`config.mk`:
```
export PLATFORM = sky130hd
export DESIGN_NAME = instr_seq
export DESIGN_NICKNAME = d
export VERILOG_FILES = /design/src/rtl/instr_seq.sv
export SDC_FILE = /design/constraint.sdc
export NUM_CORES = 1
export LEC_CHECK = 0
export ABC_AREA = 1
export CAP_MARGIN = 20
export CORE_MARGIN = 5
export CORE_UTILIZATION = 25
export DETAILED_ROUTE_END_ITERATION = 12
export PLACE_DENSITY = 0.47
export SLEW_MARGIN = 20
export SYNTH_ARGS = -nofsm -noshare
export SYNTH_HDL_FRONTEND = slang
export SYNTH_SLANG_ARGS = --single-unit
```
`constraint.sdc`:
```
create_clock -name clk -period 3.9 [get_ports clk]
set_input_delay 0.78 -clock clk [delete_from_list [all_inputs] [get_ports clk]]
set_output_delay 0.78 -clock clk [all_outputs]
set_load 0.02 [all_outputs]
```
`src/rtl/instr_seq.sv`:
```
// instr_seq: command sequencer between the SPI byte bridge and the register file.
// Decodes command bytes and issues single-cycle read/write strobes on the register bus.
// Single and burst (auto-increment) transfers are supported.
// Optional feature: define INSTR_SEQ_TIMEOUT_EN to add an idle-byte watchdog.
// Ports:
//   clk, rst_n            clock, async active-low reset
//   frame_active          SPI chip-select asserted
//   byte_sync, data_in    1-cycle strobe with a received byte
//   data_out              byte for the bridge to shift out next
//   read, write           register bus strobes (1 cycle each, never together)
//   addr, data_write      register bus address / write data
//   data_read             combinational register read data
//   err, err_clr          sticky error flag and its clear pulse
module instr_seq #(
  parameter int unsigned             ADDR_W         = 6,
  parameter logic [ADDR_W-1:0]       MAX_ADDR       = ADDR_W'(13),
  parameter int unsigned             TIMEOUT_CYCLES = 1024
) (
  input  logic              clk,
  input  logic              rst_n,
  input  logic              frame_active,
  input  logic              byte_sync,
  input  logic [7:0]        data_in,
  output logic [7:0]        data_out,
  output logic              read,
  output logic              write,
  output logic [ADDR_W-1:0] addr,
  output logic [7:0]        data_write,
  input  logic [7:0]        data_read,
  output logic              err,
  input  logic              err_clr
);

  typedef enum logic [1:0] {StCmd, StWdata, StRdata, StDiscard} state_e;

  state_e            state_q, state_d;
  logic [ADDR_W-1:0] addr_q, addr_d;
  logic [7:0]        data_write_q, data_write_d;
  logic [7:0]        data_out_q, data_out_d;
  logic              read_q, read_d;
  logic              write_q, write_d;
  logic              burst_q, burst_d;
  logic              inc_q, inc_d;
  logic              err_q, err_d;
  logic              err_set;

  logic [ADDR_W:0]   addr_inc;
  logic [ADDR_W-1:0] cmd_addr;
  assign addr_inc = {1'b0, addr_q} + 1'b1;
  assign cmd_addr = ADDR_W'(data_in[5:0]);

`ifdef INSTR_SEQ_TIMEOUT_EN
  localparam int unsigned CntW = $clog2(TIMEOUT_CYCLES + 1);
  logic [CntW-1:0] cnt_q, cnt_d;
`endif

  always_comb begin
    state_d      = state_q;
    addr_d       = addr_q;
    data_write_d = data_write_q;
    data_out_d   = data_out_q;
    burst_d      = burst_q;
    read_d       = 1'b0;
    write_d      = 1'b0;
    inc_d        = 1'b0;
    err_set      = 1'b0;
`ifdef INSTR_SEQ_TIMEOUT_EN
    cnt_d        = '0;
`endif

    // Read data is only valid while the strobe is high; capture it then.
    if (read_q) data_out_d = data_read;

    if (!frame_active) begin
      // Frame end: back to command decode; addr/data_out hold, byte dropped.
      state_d = StCmd;
    end else begin
      if (inc_q) begin
        // Post-write increment, kept out of the write cycle so addr stays stable.
        addr_d = addr_inc[ADDR_W-1:0];
        if (addr_inc > {1'b0, MAX_ADDR}) begin
          err_set = 1'b1;
          state_d = StDiscard;
        end
      end else if (byte_sync) begin
        case (state_q)
          StCmd: begin
            burst_d = data_in[6];
            addr_d  = cmd_addr;
            if (cmd_addr > MAX_ADDR) begin
              err_set = 1'b1;
              state_d = StDiscard;
            end else if (data_in[7]) begin
              state_d = StWdata;
            end else begin
              read_d  = 1'b1;
              state_d = StRdata;
            end
          end
          StWdata: begin
            data_write_d = data_in;
            write_d      = 1'b1;
            if (burst_q) inc_d = 1'b1;
            else         state_d = StDiscard;
          end
          StRdata: begin
            if (burst_q) begin
              addr_d = addr_inc[ADDR_W-1:0];
              if (addr_inc > {1'b0, MAX_ADDR}) begin
                err_set = 1'b1;
                state_d = StDiscard;
              end else begin
                read_d = 1'b1;
              end
            end else begin
              state_d = StDiscard;
            end
          end
          default: ;
        endcase
      end

`ifdef INSTR_SEQ_TIMEOUT_EN
      if (state_q != StCmd) begin
        if (byte_sync) begin
          cnt_d = '0;
        end else if (cnt_q == CntW'(TIMEOUT_CYCLES)) begin
          err_set = 1'b1;
          state_d = StCmd;
          cnt_d   = '0;
        end else begin
          cnt_d = cnt_q + 1'b1;
        end
      end
`endif
    end

    // A set in the same cycle as a clear wins.
    if (err_set)      err_d = 1'b1;
    else if (err_clr) err_d = 1'b0;
    else              err_d = err_q;
  end

  always_ff @(posedge clk or negedge rst_n) begin
    if (!rst_n) begin
      state_q      <= StCmd;
      addr_q       <= '0;
      data_write_q <= '0;
      data_out_q   <= '0;
      read_q       <= 1'b0;
      write_q      <= 1'b0;
      burst_q      <= 1'b0;
      inc_q        <= 1'b0;
      err_q        <= 1'b0;
    end else begin
      state_q      <= state_d;
      addr_q       <= addr_d;
      data_write_q <= data_write_d;
      data_out_q   <= data_out_d;
      read_q       <= read_d;
      write_q      <= write_d;
      burst_q      <= burst_d;
      inc_q        <= inc_d;
      err_q        <= err_d;
    end
  end

`ifdef INSTR_SEQ_TIMEOUT_EN
  always_ff @(posedge clk or negedge rst_n) begin
    if (!rst_n) cnt_q <= '0;
    else        cnt_q <= cnt_d;
  end
`endif

  assign read       = read_q;
  assign write      = write_q;
  assign addr       = addr_q;
  assign data_write = data_write_q;
  assign data_out   = data_out_q;
  assign err        = err_q;

endmodule

```
==> results of run 1 <==
==> registers in the layout, summed over array words and instances (netlist names) <==
signal,cells
addr,6
state_q,2
err,1
data_write,8
read,1
data_out,8
write,1
burst_q,1
inc_q,1
==> cell type report <==
cell class | instances | share of cell area
inverters | 28 | 0.04927
repair buffers | 46 | 0.2147
well taps | 75 | 0.04399
clock buffers | 7 | 0.04516
multi-input cells | 117 | 0.3044
clock inverters | 1 | 0.002346
flip-flops and latches | 29 | 0.3402
==> metrics by stage <==
step	setup slack [ps]	area, sq um
floorplan	2257	1494
global placement	1429	2032
detailed placement	1364	2032
CTS	1577	2133
global route	1427	2133
finish	1621	2133
==> routing by layer <==
layer  global-route usage  wire length (um)
met2               0.1630              1711
met4              0.05439                85
met5                    0                 0
met3              0.03406               228
met1               0.1359              1725
==> cell families after synthesis <==
logic type	count (synthesis)
and+or+nand+nor	74
buffers and inverters	31
AOI/OAI and AO/OA	30
DFF	29
muxes	8
adders and majority gates	5
==> path summary, 6_finish.rpt <==
kind	slack (ps)	depth (start not counted)	from	end
worst min register to register	470	2	data_write[2]	data_write[2]
worst max-delay path	1620	1	read	read
min in group asynchronous	880	2	rst_n	addr[4]
worst max register to register	1910	8	state_q[0]	addr[3]
worst min-delay path	470	2	data_write[2]	data_write[2]
max in group asynchronous	2730	2	rst_n	inc_q
==> placed cells by master, fill, tap and decap left out <==
| master | synthesis | layout |
|---|---|---|
| sky130_fd_sc_hd__clkdlybuf4s50_1 | 0 | 45 |
| sky130_fd_sc_hd__nand2_1 | 44 | 44 |
| sky130_fd_sc_hd__dfrtp_1 | 29 | 29 |
| sky130_fd_sc_hd__inv_1 | 22 | 22 |
| sky130_fd_sc_hd__a21oi_1 | 10 | 10 |
| sky130_fd_sc_hd__nor2_1 | 9 | 9 |
| sky130_fd_sc_hd__o21ai_1 | 9 | 9 |
| sky130_fd_sc_hd__mux2_2 | 8 | 8 |
| sky130_fd_sc_hd__nand3_1 | 7 | 7 |
| sky130_fd_sc_hd__clkbuf_8 | 0 | 7 |
| sky130_fd_sc_hd__inv_2 | 5 | 5 |
| sky130_fd_sc_hd__ha_1 | 5 | 5 |
| sky130_fd_sc_hd__nor2_2 | 4 | 4 |
| sky130_fd_sc_hd__nand4_1 | 4 | 4 |
| sky130_fd_sc_hd__o21ai_0 | 4 | 4 |
| sky130_fd_sc_hd__nand3_2 | 2 | 2 |
| sky130_fd_sc_hd__nor3_1 | 2 | 2 |
| sky130_fd_sc_hd__o211ai_1 | 2 | 2 |
| sky130_fd_sc_hd__nor2_4 | 1 | 1 |
| sky130_fd_sc_hd__clkinv_1 | 1 | 1 |
| sky130_fd_sc_hd__o21bai_1 | 1 | 1 |
| sky130_fd_sc_hd__o31ai_1 | 1 | 1 |
| sky130_fd_sc_hd__o22ai_1 | 1 | 1 |
| sky130_fd_sc_hd__and3_1 | 1 | 1 |
| sky130_fd_sc_hd__o21a_1 | 1 | 1 |
| sky130_fd_sc_hd__a31oi_1 | 1 | 1 |
| sky130_fd_sc_hd__clkinv_2 | 0 | 1 |
| sky130_fd_sc_hd__buf_4 | 0 | 1 |
==> power by group through the flow <==
stage	Sequential, uW	Combinational (uW)	Clock (uW)
finish	524	814	274
global route	547	893	300
CTS	528	827	287
detailed placement	531	827	0
global placement	531	823	0
floorplan	651	355	0
==> implementation parameters, run 1 <==
Parameter                              Value

Logic synthesis
  Average cell area after synthesis    8.440 sq um
  Cell accounting for the most synthesized area    sky130_fd_sc_hd__dfrtp_1
  Post-Synth Simple-Gate Area    0.2219
  Gate count of the mapped netlist    177
  Adder-cell share of the synthesized area    0.04188
  Total standard cell area after synthesis    1494 sq um
  Area share of xor/xnor cells in the synthesized design    0
  Count of yosys warnings during synthesis    0
  Proportion of synthesized area in mux cells    0.06030
  Cells taking the most area after synthesis    sky130_fd_sc_hd__dfrtp_1 (49%), sky130_fd_sc_hd__nand2_1 (11%), sky130_fd_sc_hd__mux2_2 (6.0%), sky130_fd_sc_hd__inv_1 (5.5%), sky130_fd_sc_hd__ha_1 (4.2%)
  Proportion of register bits with asynchronous set or reset after synthesis    1.000
  Dominant combinational cell family by area after synthesis    simple AND/OR/NAND/NOR gates
  Synthesis-stage register bit count    29
  Portion of the post-synthesis area used by sequential elements    0.4858
  Post-synth top flop    sky130_fd_sc_hd__dfrtp_1
  Number of flops mapped to enable cells by yosys    0
  Leading post-synthesis cells by instance count    sky130_fd_sc_hd__nand2_1 (44), sky130_fd_sc_hd__dfrtp_1 (29), sky130_fd_sc_hd__inv_1 (22), sky130_fd_sc_hd__a21oi_1 (10)
  Number of distinct library cell variants in the gate-level netlist after synthesis    26
  Post-synthesis net count    203
  Compound-gate portion of the synthesized area    0.1106
  Area fraction of the dominant cell type after synthesis    0.4858
  Most frequently used cell type in the post-synthesis netlist    sky130_fd_sc_hd__nand2_1

CTS
  TritonCTS clock tree    yes
  Clock H-tree levels    2
  Root buf cell    sky130_fd_sc_hd__clkbuf_8
  Number of buffers inserted by post-CTS setup repair    0
  Post-cts repair resize count    0
  Buffer levels on the longest clock path    2
  Number of CTS-inserted buffers    5
  Number of buffers inserted by hold repair at cts    0
  Clock latency reported for the late side of the worst-skew pair    280 ps
  Clock-pin slew reported for the worst setup and hold paths after clock tree synthesis    60 ps
  Number of clock sinks seen by CTS    29

Critical path
  Critical Path, Cell by Cell    clkdlybuf4s50_1
  Standard cell with the maximum stage delay on the critical path    sky130_fd_sc_hd__clkdlybuf4s50_1
  Critical Path RT    3120 ps
  Critical setup path kind    register to output port
  Sort of element at the start of the critical path    register
  Max incr delay on CP    680 ps
  Signal arrival time at the worst endpoint    1500 ps
  Crit path max-delay family    buffers and inverters
  Worst setup EP type    output port
  Number of buffers and inverters on the critical path    1
  Maximum fanout count along the critical path    9

Place
  Port buffer count    45
  Placer Congestion    0.7876
  Half-perimeter wire length of the detailed placement result    2.953 mm
  DP Cell Count    295

Floorplanning
  I/O pin total    46
  Overall die area    7621 sq um
  Standard-cell row count    28
  Starting density of the core    0.2553
  CORE AREA    5851 sq um
  Die span in x    87.30 um
  Vertical die dimension    87.30 um

STA
  Setup repair after global routing missed its margin    false
  Slew at the pin with the worst max-slew slack    819.4 ps
  Final Slew Violations    0
  Achievable Freq    438.9 MHz
  Remaining max-slew budget at the tightest pin    0.4538
  Worst clock skew on the final layout    3.707 ps
  Finish-stage setup viols    0
  Final-layout setup total negative slack    0 ps
  Post-layout minimum cycle time    2279 ps
  Final-layout worst hold slack    470.6 ps
  Final hold violation count    0
  Period utilization    0.5842

Final layout
  Number of fillers in the final layout    625
  Antenna diode count    0
  Register cell area after layout    725.7 sq um
  Non-filler instance count after layout    303
  Layout cells sized above 1    0.1272
  Area used by multi-input combinational logic    649.4 sq um
  Number of nets in the final layout    253
  Area Overhead vs Synth    42.80%
  Share of the core filled with cells in the final layout    0.3646

Global routing
  Number of global-route vias before repair    1277
  Overflow left after global routing    0
  First-pass GRT wire length    6.258 mm
  GRT Resource Usage Total    0.1073
  Antenna violations before repair    0
  Largest net degree at the start of global routing    30

Power and ir drop
  Internal power contribution    952.4 uW
  Peak VDD IR    0.1966 mV
  Power Dens Cells    755.7 nW/um^2
  Comb pwr share    0.505
  Switching part of the total power    0.4092
  Share of total power in the clock network    0.170
  Sequential group share of total power    0.325
  Final Total Pwr    1612 uW
  Switching component of the power    659.7 uW
  Leak pwr    0.001007 uW

Routing
  Post-route antenna net violation count    0
  Final Routed Wirelength    3.751 mm
  Violation count after the first detailed-routing iteration    18
  Per-cell via count in the routed design    4.284
  1st-pass router iterations    4
  Drc violations    0
  Routed via count    1298
  Wire per inst    12.38 um

Worst hold path
  Path type of the worst min-delay path    register to register

Flow run
  Number of max-cap violations    0

Outcome
  Run status    complete, no violations
Power figures use the tool's default switching activity.
==> run 2, diff against run 1 <==
- clock period: 3.9 -> 2.2 ns (I/O delays scaled with it)
==> run 2 against run 1 <==
  * First-iteration DRC count increased to 3.8 times the previous value
  * Global-route usage decreased by 0.31 points
  * Via count is 1.7% higher
  * Design area grew 0.35%
  * Combinational power is 78% higher
  * Sequential share of layout area fell by 0.12 points
  * Routed wire length fell by 0.80%
  * Critical path depth unchanged
  * Non-clock buffer count increased by 1
  * Cell count up 0.33%
  * Setup slack worse by 1400 ps
  * Die area is the same
  * Critical path type unchanged
  * Highest routed layer unchanged
==> implementation parameters, run 2 (synthesis results as in run 1) <==
Parameter                              Value

STA
  Final hold violation count    0
  Crit path setup slack, layout    256.2 ps
  Finish-stage setup viols    0
  Achievable Freq    514.4 MHz
  Setup repair after global routing missed its margin    false
  Period utilization    0.8836
  Remaining max-slew budget at the tightest pin    0.7411
  Worst clock skew on the final layout    5.408 ps
  Post-layout minimum cycle time    1944 ps
  Final Slew Violations    0
  Slew at the pin with the worst max-slew slack    388.4 ps
  Final-layout setup total negative slack    0 ps

Critical path
  Number of buffers and inverters on the critical path    1
  Critical setup path kind    register to output port
  Critical Path, Cell by Cell    clkdlybuf4s50_1
  Critical Path RT    1760 ps
  Crit path max-delay family    buffers and inverters
  Standard cell with the maximum stage delay on the critical path    sky130_fd_sc_hd__clkdlybuf4s50_1
  Worst setup EP type    output port
  Launching element of the worst setup path    read
  Sort of element at the start of the critical path    register
  Startpoint of the worst-slack reg-to-reg timing path    addr[0]
  Signal arrival time at the worst endpoint    1500 ps
  Maximum fanout count along the critical path    9
  Max incr delay on CP    680 ps

Routing
  Violation count after the first detailed-routing iteration    69
  Per-cell via count in the routed design    4.342
  Top sig layer    met4
  Final Routed Wirelength    3.721 mm
  1st-pass router iterations    4
  Total met2 wirelength after detailed routing    1.792 mm
  Routed via count    1320
  Drc violations    0
  Wire per inst    12.24 um
  Post-route antenna net violation count    0
  Metal-1 WL    1.662 mm
  Met3 routed WL    201 um

CTS
  Clock-pin slew reported for the worst setup and hold paths after clock tree synthesis    70 ps
  Number of clock sinks seen by CTS    29
  TritonCTS clock tree    yes
  Post-cts repair resize count    0
  Number of buffers inserted by hold repair at cts    0
  Root buf cell    sky130_fd_sc_hd__clkbuf_8
  Clock latency reported for the late side of the worst-skew pair    280 ps
  Buffer levels on the longest clock path    2
  Number of CTS-inserted buffers    5
  Clock H-tree levels    2
  Number of buffers inserted by post-CTS setup repair    0

Flow run
  Number of max-cap violations    0

Final layout
  Most frequent standard cell in the layout excluding fill and tap cells    sky130_fd_sc_hd__clkdlybuf4s50_1
  Area Overhead vs Synth    43.30%
  Number of nets in the final layout    254
  Antenna diode count    0
  Share of the core filled with cells in the final layout    0.3659
  Non-filler instance count after layout    304
  Layout cells sized above 1    0.1310
  Most frequent cells in the layout    sky130_fd_sc_hd__clkdlybuf4s50_1 (45), sky130_fd_sc_hd__nand2_1 (44), sky130_fd_sc_hd__dfrtp_1 (29)

Power and ir drop
  Share of total power in the clock network    0.171
  Leak pwr    0.001012 uW
  Power Dens Cells    1339 nW/um^2
  Internal power contribution    1693 uW
  Peak VDD IR    0.4838 mV
  Switching part of the total power    0.4094
  Sequential group share of total power    0.323
  Switching component of the power    1174 uW
  Comb pwr share    0.506

Place
  Half-perimeter wire length of the detailed placement result    2.932 mm
  Setup slack at placement    407.5 ps
  DP Cell Count    296
  Placer Congestion    0.8977
  Port buffer count    45

Floorplanning
  Starting density of the core    0.2553
  Overall die area    7621 sq um
  Vertical die dimension    87.30 um
  Die span in x    87.30 um
  I/O pin total    46
  CORE AREA    5851 sq um
  Standard-cell row count    28

Global routing
  Number of global-route vias before repair    1353
  Antenna violations before repair    0
  Largest net degree at the start of global routing    30
  First-pass GRT wire length    6.182 mm
  Overflow left after global routing    0
  GRT Resource Usage Total    0.1042

Worst hold path
  Path type of the worst min-delay path    register to register
  Min-Delay Startpoint    err

Outcome
  Run status    complete, no violations
-- run 2: changes by cell type in the layout (fill, tap and decap cells not counted), sizes merged --
cell,delta
buf,+1
-- run 2: worst paths after layout --
kind,to,slack [ps],cells past startpoint
max in group asynchronous,inc_q,1360,2
min in group asynchronous,addr[4],550,2
worst min-delay path,err,480,2
worst min register to register,err,480,2
worst max-delay path,read,260,1
worst max register to register,err,460,10
-- run 2: area by class of cell --
class / count / area [sq um]
clock buffers: 7 / 96.34
clock inverters: 1 / 5.005
fillers: 615 / 3710
inverters: 28 / 105.1
multi-input cells: 117 / 649.4
flip-flops and latches: 29 / 725.7
well taps: 75 / 93.84
repair buffers: 47 / 465.4
-- run 2: through the flow --
step / cell area [sq um] / hold slack, ps / total power, uW
floorplan: 1494 / 144.4 / 1782
global placement: 2039 / 459.0 / 2401
detailed placement: 2039 / 472.3 / 2404
CTS: 2141 / 486.8 / 2910
global route: 2141 / 515.5 / 3095
finish: 2141 / 477.9 / 2867
-- run 2: worst register-to-register path, cell delays in order (launching register included) --
cell and delay (ps):
sky130_fd_sc_hd__dfrtp_1 460, sky130_fd_sc_hd__inv_1 100, sky130_fd_sc_hd__ha_1 320, sky130_fd_sc_hd__o21bai_1 160, sky130_fd_sc_hd__nor2_1 50, sky130_fd_sc_hd__nand2_1 110, sky130_fd_sc_hd__nand4_1 190, sky130_fd_sc_hd__nand2_1 120
sky130_fd_sc_hd__inv_2 30, sky130_fd_sc_hd__nand2_1 60, sky130_fd_sc_hd__nand2_1 50
-- run 2: per-layer routing --
| layer | global-route usage | up-vias |
|---|---|---|
| met1 | 0.1313 | 608 |
| met5 | 0 | - |
| met4 | 0.04603 | 0 |
| met2 | 0.1671 | 31 |
| li1 | - | 675 |
| met3 | 0.02649 | 6 |
-- run 2: power groups by stage --
stage	Combinational [uW]	Clock [uW]	Sequential [uW]
floorplan	629	0	1150
global placement	1460	0	936
detailed placement	1470	0	938
CTS	1470	507	931
global route	1600	524	970
finish	1450	489	926
